==> src/rtl/lcd_text_writer_if.sv <==
// Character-stream input and display-RAM write port of lcd_text_writer.
interface lcd_text_writer_if #(parameter int ADDR_W = 6);
  logic [7:0]        in_data;
  logic              in_valid;
  logic              in_ready;
  logic [ADDR_W-1:0] mem_addr;
  logic [8:0]        mem_data;
  logic              mem_we;
  logic              refresh;
  logic              busy;

  modport master (output in_data, in_valid,
                  input  in_ready, mem_addr, mem_data, mem_we, refresh, busy);
  modport slave  (input  in_data, in_valid,
                  output in_ready, mem_addr, mem_data, mem_we, refresh, busy);
endinterface

==> src/rtl/lcd_text_writer.sv <==
// Writes a character stream into LCD display RAM with cursor and control-char handling.
// Define LCD_CURSOR_WRAP_EN to wrap a full line onto the other line instead of dropping chars.
module lcd_text_writer #(
  parameter int LINE1    = 5,
  parameter int LINE_LEN = 16,
  parameter int ADDR_W   = 6
) (
  input  logic               clk,
  input  logic               rst,
  lcd_text_writer_if.slave   bus
);
  typedef enum logic [1:0] {CLR, IDLE, WR, DONE} state_t;

  localparam logic [ADDR_W-1:0] BASE0    = ADDR_W'(LINE1);
  localparam logic [ADDR_W-1:0] BASE1    = ADDR_W'(LINE1 + LINE_LEN + 1);
  localparam logic [ADDR_W-1:0] CH_LINE  = ADDR_W'(LINE1 + LINE_LEN);
  localparam logic [ADDR_W-1:0] LEN      = ADDR_W'(LINE_LEN);
  localparam logic [ADDR_W-1:0] CLR_LAST = ADDR_W'(2 * LINE_LEN);
  localparam logic [ADDR_W-1:0] ONE      = ADDR_W'(1);
  localparam logic [8:0]        BLANK    = 9'h120;
  localparam logic [8:0]        LINE_CMD = 9'h0C0;

  state_t            state, state_n;
  logic [ADDR_W-1:0] clr_idx, clr_idx_n, col, col_n;
  logic              line, line_n;
  logic [7:0]        ch, cur_byte;
  logic [ADDR_W-1:0] addr_q, wr_addr;
  logic [8:0]        data_q, wr_data;
  logic              wr_en, ready, ref_p, bsy;

  logic              dec_wr, dec_ff, dec_line, tgt_line;
  logic [ADDR_W-1:0] dec_col, tgt_col, dec_addr;
  logic [8:0]        dec_data;

  // Same decoder serves the handshake (live byte) and WR (latched byte); the
  // cursor has not moved in between, so both see identical results.
  always_comb begin
    cur_byte = (state == IDLE) ? bus.in_data : ch;
    dec_wr   = 1'b0;
    dec_ff   = 1'b0;
    dec_line = line;
    dec_col  = col;
    tgt_line = line;
    tgt_col  = col;
    dec_data = {1'b1, cur_byte};
    if (cur_byte >= 8'h20 && cur_byte <= 8'h7E) begin
      if (col < LEN) begin
        dec_wr  = 1'b1;
        dec_col = col + ONE;
      end
`ifdef LCD_CURSOR_WRAP_EN
      else begin
        dec_wr   = 1'b1;
        tgt_line = ~line;
        tgt_col  = '0;
        dec_line = ~line;
        dec_col  = ONE;
      end
`endif
    end else begin
      case (cur_byte)
        8'h08: if (col != '0) begin
          dec_wr   = 1'b1;
          tgt_col  = col - ONE;
          dec_col  = col - ONE;
          dec_data = BLANK;
        end
        8'h0A: begin dec_line = 1'b1; dec_col = '0; end
        8'h0D: dec_col = '0;
        8'h0C: dec_ff = 1'b1;
        default: ;
      endcase
    end
    dec_addr = (tgt_line ? BASE1 : BASE0) + tgt_col;
  end

  always_comb begin
    state_n   = state;
    clr_idx_n = clr_idx;
    col_n     = col;
    line_n    = line;
    wr_en     = 1'b0;
    wr_addr   = addr_q;
    wr_data   = data_q;
    ready     = 1'b0;
    ref_p     = 1'b0;
    bsy       = 1'b0;
    unique case (state)
      CLR: begin
        wr_en     = 1'b1;
        bsy       = 1'b1;
        wr_addr   = BASE0 + clr_idx;
        wr_data   = (wr_addr == CH_LINE) ? LINE_CMD : BLANK;
        clr_idx_n = clr_idx + ONE;
        if (clr_idx == CLR_LAST) state_n = DONE;
      end
      IDLE: begin
        ready = 1'b1;
        if (bus.in_valid) begin
          if (dec_ff) begin
            col_n     = '0;
            line_n    = 1'b0;
            clr_idx_n = '0;
            state_n   = CLR;
          end else if (dec_wr) begin
            state_n = WR;
          end else begin
            col_n   = dec_col;
            line_n  = dec_line;
            state_n = DONE;
          end
        end
      end
      WR: begin
        wr_en   = 1'b1;
        bsy     = 1'b1;
        wr_addr = dec_addr;
        wr_data = dec_data;
        col_n   = dec_col;
        line_n  = dec_line;
        state_n = DONE;
      end
      DONE: begin
        ref_p   = 1'b1;
        state_n = IDLE;
      end
    endcase
  end

  // Outputs are forced low while rst is held so an aborted clear stops at once.
  assign bus.mem_we   = rst & wr_en;
  assign bus.in_ready = rst & ready;
  assign bus.refresh  = rst & ref_p;
  assign bus.busy     = rst & bsy;
  assign bus.mem_addr = rst ? wr_addr : '0;
  assign bus.mem_data = rst ? wr_data : '0;

  always_ff @(posedge clk) begin
    if (!rst) begin
      state   <= CLR;
      clr_idx <= '0;
      col     <= '0;
      line    <= 1'b0;
      ch      <= '0;
      addr_q  <= '0;
      data_q  <= '0;
    end else begin
      state   <= state_n;
      clr_idx <= clr_idx_n;
      col     <= col_n;
      line    <= line_n;
      if (state == IDLE && bus.in_valid) ch <= bus.in_data;
      if (wr_en) begin
        addr_q <= wr_addr;
        data_q <= wr_data;
      end
    end
  end
endmodule

==> src/flat_wrapper.sv <==
// flat-port wrapper written by rule: the top's interface ports become plain ports
module lcd_text_writer_flat 
#(
  parameter int LINE1    = 5,
  parameter int LINE_LEN = 16,
  parameter int ADDR_W   = 6
)
  (clk, rst, bus_in_data, bus_in_valid, bus_in_ready, bus_mem_addr, bus_mem_data, bus_mem_we, bus_refresh, bus_busy);
  lcd_text_writer_if #(.ADDR_W(ADDR_W)) bus_i ();
  input  logic clk;
  input  logic rst;
  input wire logic [$bits(bus_i.in_data)-1:0] bus_in_data;
  input wire logic [$bits(bus_i.in_valid)-1:0] bus_in_valid;
  output wire logic [$bits(bus_i.in_ready)-1:0] bus_in_ready;
  output wire logic [$bits(bus_i.mem_addr)-1:0] bus_mem_addr;
  output wire logic [$bits(bus_i.mem_data)-1:0] bus_mem_data;
  output wire logic [$bits(bus_i.mem_we)-1:0] bus_mem_we;
  output wire logic [$bits(bus_i.refresh)-1:0] bus_refresh;
  output wire logic [$bits(bus_i.busy)-1:0] bus_busy;
  assign bus_i.in_data = bus_in_data;
  assign bus_i.in_valid = bus_in_valid;
  assign bus_in_ready = bus_i.in_ready;
  assign bus_mem_addr = bus_i.mem_addr;
  assign bus_mem_data = bus_i.mem_data;
  assign bus_mem_we = bus_i.mem_we;
  assign bus_refresh = bus_i.refresh;
  assign bus_busy = bus_i.busy;
  lcd_text_writer #(.LINE1(LINE1), .LINE_LEN(LINE_LEN), .ADDR_W(ADDR_W)) u_core (.clk(clk), .rst(rst), .bus(bus_i));
endmodule
==> config.mk <==
export PLATFORM = sky130hd
export DESIGN_NAME = lcd_text_writer_flat
export DESIGN_NICKNAME = d
export VERILOG_FILES = /design/src/rtl/lcd_text_writer_if.sv /design/src/rtl/lcd_text_writer.sv /design/src/flat_wrapper.sv
export SDC_FILE = /design/constraint.sdc
export NUM_CORES = 1
export LEC_CHECK = 0
export CAP_MARGIN = 40
export CORE_ASPECT_RATIO = 0.9
export CORE_UTILIZATION = 55
export DETAILED_ROUTE_END_ITERATION = 6
export PLACE_DENSITY = 0.78
export SLEW_MARGIN = 20
export SYNTH_ARGS = -nofsm -noshare
export SYNTH_HDL_FRONTEND = slang
export SYNTH_SLANG_ARGS = --single-unit
export TNS_END_PERCENT = 5
==> constraint.sdc <==
create_clock -name clk -period 7.6 [get_ports clk]
set_clock_uncertainty 0.15 [all_clocks]
set_input_delay 0.76 -clock clk [delete_from_list [all_inputs] [get_ports clk]]
set_output_delay 0.76 -clock clk [all_outputs]
set_load 0.02 [all_outputs]
### Yosys cells after proc, flatten, opt, wreduce, memory -nomap -nowiden

Index checks and enable logic that the tools add are counted.

* register bits: 38
* input port bits: 11
* output and inout bits: 19
* word-level logic and storage cells: 85

* add/sub/neg operators: 5
* order comparisons: 3
* equal/unequal tests: 13
* multiplexer cells: 43
* bitwise operators: 3
* reduce and logical (&&, ||, !) cells: 11

Operators by type and width (count)
* $mux 6: 11
* $pmux 6 s2: 4
* $mux 9: 4
* $eq 8x4->1 const B: 4
* $pmux 9 s2: 1
* $mux 8: 2
* $mux 1: 15
* $add 6x1->6 const B: 2
* $ge 8x6->1 const B: 1
* $le 8x7->1 const B: 1
* $pmux 2 s4: 1
* $add 3x6->6 const A: 1
* $add 6x6->6: 1
* $eq 6x5->1 const B: 1
* $eq 6x6->1 const B: 1
* $lt 6x5->1 const B: 1
* $mux 2: 3
* $reduce_and 3->1: 2
* $reduce_bool 6->1: 1
* $sub 6x1->6 const B: 1
* $mux 5: 1
* $eq 2x2->1 const B: 2
* $ne 2x1->1 const B: 2
* $reduce_bool 2->1: 2
* other kinds (9): 13

### Longest topological paths before layout

* depth in word-level cells: 10
* gate-level depth with buffers: 15
* gate-level depth less buffers: 12

### Least setup slack after synthesis

OpenSTA, ideal clock, no wires.

* kind: input -> output
* from: input port bus_in_data[4]
* to: output port bus_mem_addr[4]
* arrival: 3.395 ns
* data required time: 6.690 ns
* setup slack: 3.295 ns
* stages on the path: 12
* cells stage by stage: nor4_4 -> mux2i_4 -> or3_1 -> clkbuf_1 -> clkbuf_1 -> xnor2_1 -> ha_1 -> inv_1 -> fa_1 -> a32oi_1 -> xnor2_1 -> a31oi_1

* cells in the longest elaborated chain, start to end: 7
* elaborated cells between the ends (all ways): 10
* classes of those cells: add/sub (1); order compare (2); eq/ne (1); mux (5); reduce/logical (1)

Ends and longest elaborated chain
* from (decl): RTL line flat_wrapper.sv:12 `input wire logic [$bits(bus_i.in_data)-1:0] bus_in_data;`
* $mux 8 *: RTL line lcd_text_writer.sv:38 `cur_byte = (state == IDLE) ? bus.in_data : ch;`
* $ge 8x6->1 (tied with other cells): RTL line lcd_text_writer.sv:46 `if (cur_byte >= 8'h20 && cur_byte <= 8'h7E) begin`
* $logic_and 1x1->1 / $mux 6 (equally long branches): RTL line lcd_text_writer.sv:46, lcd_text_writer.sv:61
* $mux 6 *: RTL line lcd_text_writer.sv:46
* $add 6x6->6 *: RTL line lcd_text_writer.sv:74 `dec_addr = (tgt_line ? BASE1 : BASE0) + tgt_col;`
* $pmux 6 s2 *: RTL line lcd_text_writer.sv:88 `unique case (state)`
* $mux 6 *: RTL line lcd_text_writer.sv:135 `assign bus.mem_addr = rst ? wr_addr : '0;`
* to (decl): RTL line flat_wrapper.sv:15 `output wire logic [$bits(bus_i.mem_addr)-1:0] bus_mem_addr;`

Mark *: on every way between the ends. The rest lies on a longest branch, timed or not.

### Worst setup path in the final report

* from: register u_core.state[1]
* to: output port bus_mem_addr[4]

* cells in the longest elaborated chain, start to end: 8
* elaborated cells between the ends (all ways): 13
* classes of those cells: add/sub (1); order compare (2); eq/ne (3); mux (5); reduce/logical (2)

Ends and longest elaborated chain
* from (decl): RTL line lcd_text_writer.sv:23 `state_t state, state_n;`
* from (signal assigned): RTL line lcd_text_writer.sv:148 `state <= state_n;`
* $eq 2x1->1: RTL line lcd_text_writer.sv:38
* $mux 8: RTL line lcd_text_writer.sv:38
* $ge 8x6->1 (tied with other cells): RTL line lcd_text_writer.sv:46
* $logic_and 1x1->1 / $mux 6 (equally long branches): RTL line lcd_text_writer.sv:46, lcd_text_writer.sv:61
* $mux 6: RTL line lcd_text_writer.sv:46
* $add 6x6->6: RTL line lcd_text_writer.sv:74
* $pmux 6 s2 *: RTL line lcd_text_writer.sv:88
* $mux 6 *: RTL line lcd_text_writer.sv:135

Marks and branches as above.

==> implementation parameters <==
Parameter                              Value

Run status
  Outcome    finished, final reports clean

Clock tree
  Count of hold buffers inserted by post-cts repair    0
  TritonCTS clock tree    done
  Clock root buffer master    clkbuf_8
  Number of gates resized after CTS    0
  Clock slew at reported path FFs    0.08 ns
  Number of buffers added by the clock tree synthesis step    5
  Number of post-CTS setup repair buffers    0
  Number of H-tree levels    2
  CTS Sinks    38
  Clock latency reported for the late side of the worst-skew pair    0.30 ns
  Largest buffer count on any clock path    2

Critical path
  Cell with the largest stage delay on the worst path    clkdlybuf4s50_1
  List of cells traversed by the critical path    inv_1 > ha_1 > buf_4 > mux2i_2 > o21ai_2 > or3_1 > xnor2_1 > ha_1 > inv_1 > fa_1 > a32oi_1 > xnor2_1 > a31oi_1 > clkdlybuf4s50_1
  Family with the most delay on the worst path    adder cells
  Critical Setup Path Class    reg -> out
  Maximum fanout encountered on the critical timing path    18
  Type of destination of the critical path    output port
  Highest cell delay on the worst timing path    around 0.63 ns
  WP data required    6.69 ns
  Worst path buffer plus inverter count    4
  Arrival time worst endpoint    4.77 ns
  Type of element launching the critical path    flop

Timing
  Final Max Slew Viols    0
  Number of failing setup endpoints in the final timing report    0
  Top achievable clock speed    176 MHz
  Unrepaired setup endpoints after global routing    no
  Slew margin rel.    0.540
  Period utilization    0.748
  Worst Tran Pin Value    between 0.6 and 0.7 ns
  Minimum period implied by the final worst setup slack    5.68 ns
  Final hold violation count    0
  Minimum hold slack    0.327 ns
  Final TNS setup    0 ns

Route
  Number of DRC markers in iteration 0    250
  Post-DR wirelength/cell    about 17 um
  Residual DRC    0
  Vias    approximately 2800
  Count of antenna-violating nets left after detailed routing    0
  Avg Vias per Cell    6.40
  Wire length after detailed routing    7500 um
  Number of detailed-route iterations in the first pass    5

Logic synthesis
  Largest family of logic cells by synthesized area    compound AO/OA/AOI/OAI gates
  Ys Warns    0
  Multiplexer share of the synthesized area    0.0521
  Post-synthesis cell type count    68
  #FFs+latches synth    38
  Compound-Gate Fraction of Synth Area    0.254
  Share of synthesized cell area in and, or, nand and nor gates    0.253
  Xor-xnor portion of the synthesized cell area    0.0352
  Area share of fa/ha/maj cells after synthesis    0.0668
  Synth Flop Type    dfxtp_1
  Sequential-to-total area share from yosys stat    0.278
  EDFF count, synth    0
  Net Count, Synth    375
  Async set or reset register ratio after synthesis    0
  Cells after Synth    350
  Synthesized cell area    ~0.0027 mm^2
  Per-instance average area after synthesis    7.82 um^2

Global routing
  Largest net degree at the start of global routing    44
  Number of global-route vias before repair    around 2500
  Remaining global-route overflow    0
  GRT Total Usage    0.295
  Global-route wire length before repair    12000 um
  Number of antenna violations at the first check in global routing    0

Floorplanning
  Die area    0.00526 mm^2
  Number of ports placed on the die boundary    30
  Die Y    68.9 um
  Die width    about 76 um
  Floorplan Core Area    0.00460 mm^2
  Number of placement rows    23
  Starting density of the core    0.594

Cells and area
  Highest-count cells in the layout ignoring fill and taps    nor2_1, nand2_1, dfxtp_1
  Multi-input logic area    0.00181 mm^2
  Number of diodes added for antenna fixing    0
  Fill cells    399
  Fraction of final layout cells with drive strength greater than 1    0.0865
  Net count reported at finish    394
  FF/Latch Area    about 760 um^2
  Area growth from synthesis to layout    15.5%

Pwr
  Lkg Pwr    1.16 nW
  Maximum VDD drop    ~0.14 mV
  Power density over the cells    245 mW/mm^2

Placement
  Buffers added on ports    29
  Final weighted congestion of routability-driven global placement    0.930
  Detailed Place HPWL    ~5300 um

Flow run
  Number of violations of the max-capacitance limit    0

Min path
  Hold crit path type    reg -> reg
## synth_stat cells, types with 6 or more instances
cell type	number	area, um^2
clkbuf_1	14	52.6
nand2_1	40	150
a31oi_1	12	75.1
dfxtp_1	38	761
a22oi_1	6	45.0
ha_1	13	163
xnor2_1	9	78.8
o22ai_1	7	43.8
inv_1	16	60.1
nor2_1	40	150
o21ai_0	10	50.1
a21oi_1	31	155
nor3_1	8	40.0
and3_1	6	37.5
## final cells by class
class,instances,share of cell area
clock buffers,5,0.0218
clock inverters,3,0.0218
inverters,19,0.0226
multi-input cells,274,0.572
flip-flops and latches,38,0.241
well taps,62,0.0245
repair buffers,31,0.0966
## logic make-up after synthesis
logic type	Yosys count
simple gates	134
compound gates	103
buf+inv	38
flops	38
fa+ha+maj	14
mux	12
xor+xnor	11
## registers in the layout, summed over array words and instances (netlist names)
signal          cells
u_core.clr_idx      6
u_core.line         1
u_core.state        2
u_core.data_q       9
u_core.ch           8
u_core.addr_q       6
u_core.col          6
## worst register-to-register path, cell delays in order, from the launching register on
cell,delay [ns]
dfxtp_1,0.35
inv_1,0.08
ha_1,0.60
buf_4,0.35
mux2i_2,0.34
o21ai_2,0.15
or3_1,0.55
xnor2_1,0.23
ha_1,0.18
inv_1,0.06
fa_1,0.41
a32oi_1,0.24
xnor2_1,0.17
a31oi_1,0.12
## routing by layer
metal | part of all wire | up-vias | wire length, um | global-route usage
met1 | 0.44 | 1282 | 3330 | 0.378
met3 | 0.078 | 22 | 582 | 0.0684
li1 | - | 1304 | - | -
met4 | 0.021 | 0 | 161 | 0.0817
met5 | 0 | - | 0 | 0
met2 | 0.46 | 155 | 3420 | 0.505
## power breakdown
part / internal [W] / total (W) / switching (W)
clock network: 0.000132 / 0.000214 / 0.0000827
registers: 0.000220 / 0.000238 / 0.0000186
logic: 0.000118 / 0.000320 / 0.000203
total: 0.000469 / 0.000773 / 0.000304
## metrics by stage
step                      cells  total power, W  utilization  setup slack (ns)  area [um^2]
after floorplan             350        0.000465            -              3.29         2740
after global placement      424        0.000545        0.657              2.31         3020
after detailed placement    424        0.000553        0.657              2.22         3020
after CTS                   432        0.000764        0.686              1.99         3160
after global routing        432        0.000809        0.686              1.50         3160
final                       432        0.000773        0.686              1.92         3160
## path summary, 6_finish.rpt
path / startpoint / to / slack [ns] / depth (start not counted)
worst max register to register: u_core.state[1] / u_core.addr_q[4] / 3.47 / 13
worst min register to register: u_core.addr_q[0] / u_core.addr_q[0] / 0.33 / 2
worst max-delay path: u_core.state[1] / bus_mem_addr[4] / 1.92 / 14
worst min-delay path: u_core.addr_q[0] / u_core.addr_q[0] / 0.33 / 2
No activity file was read; power rests on OpenSTA's default activity.
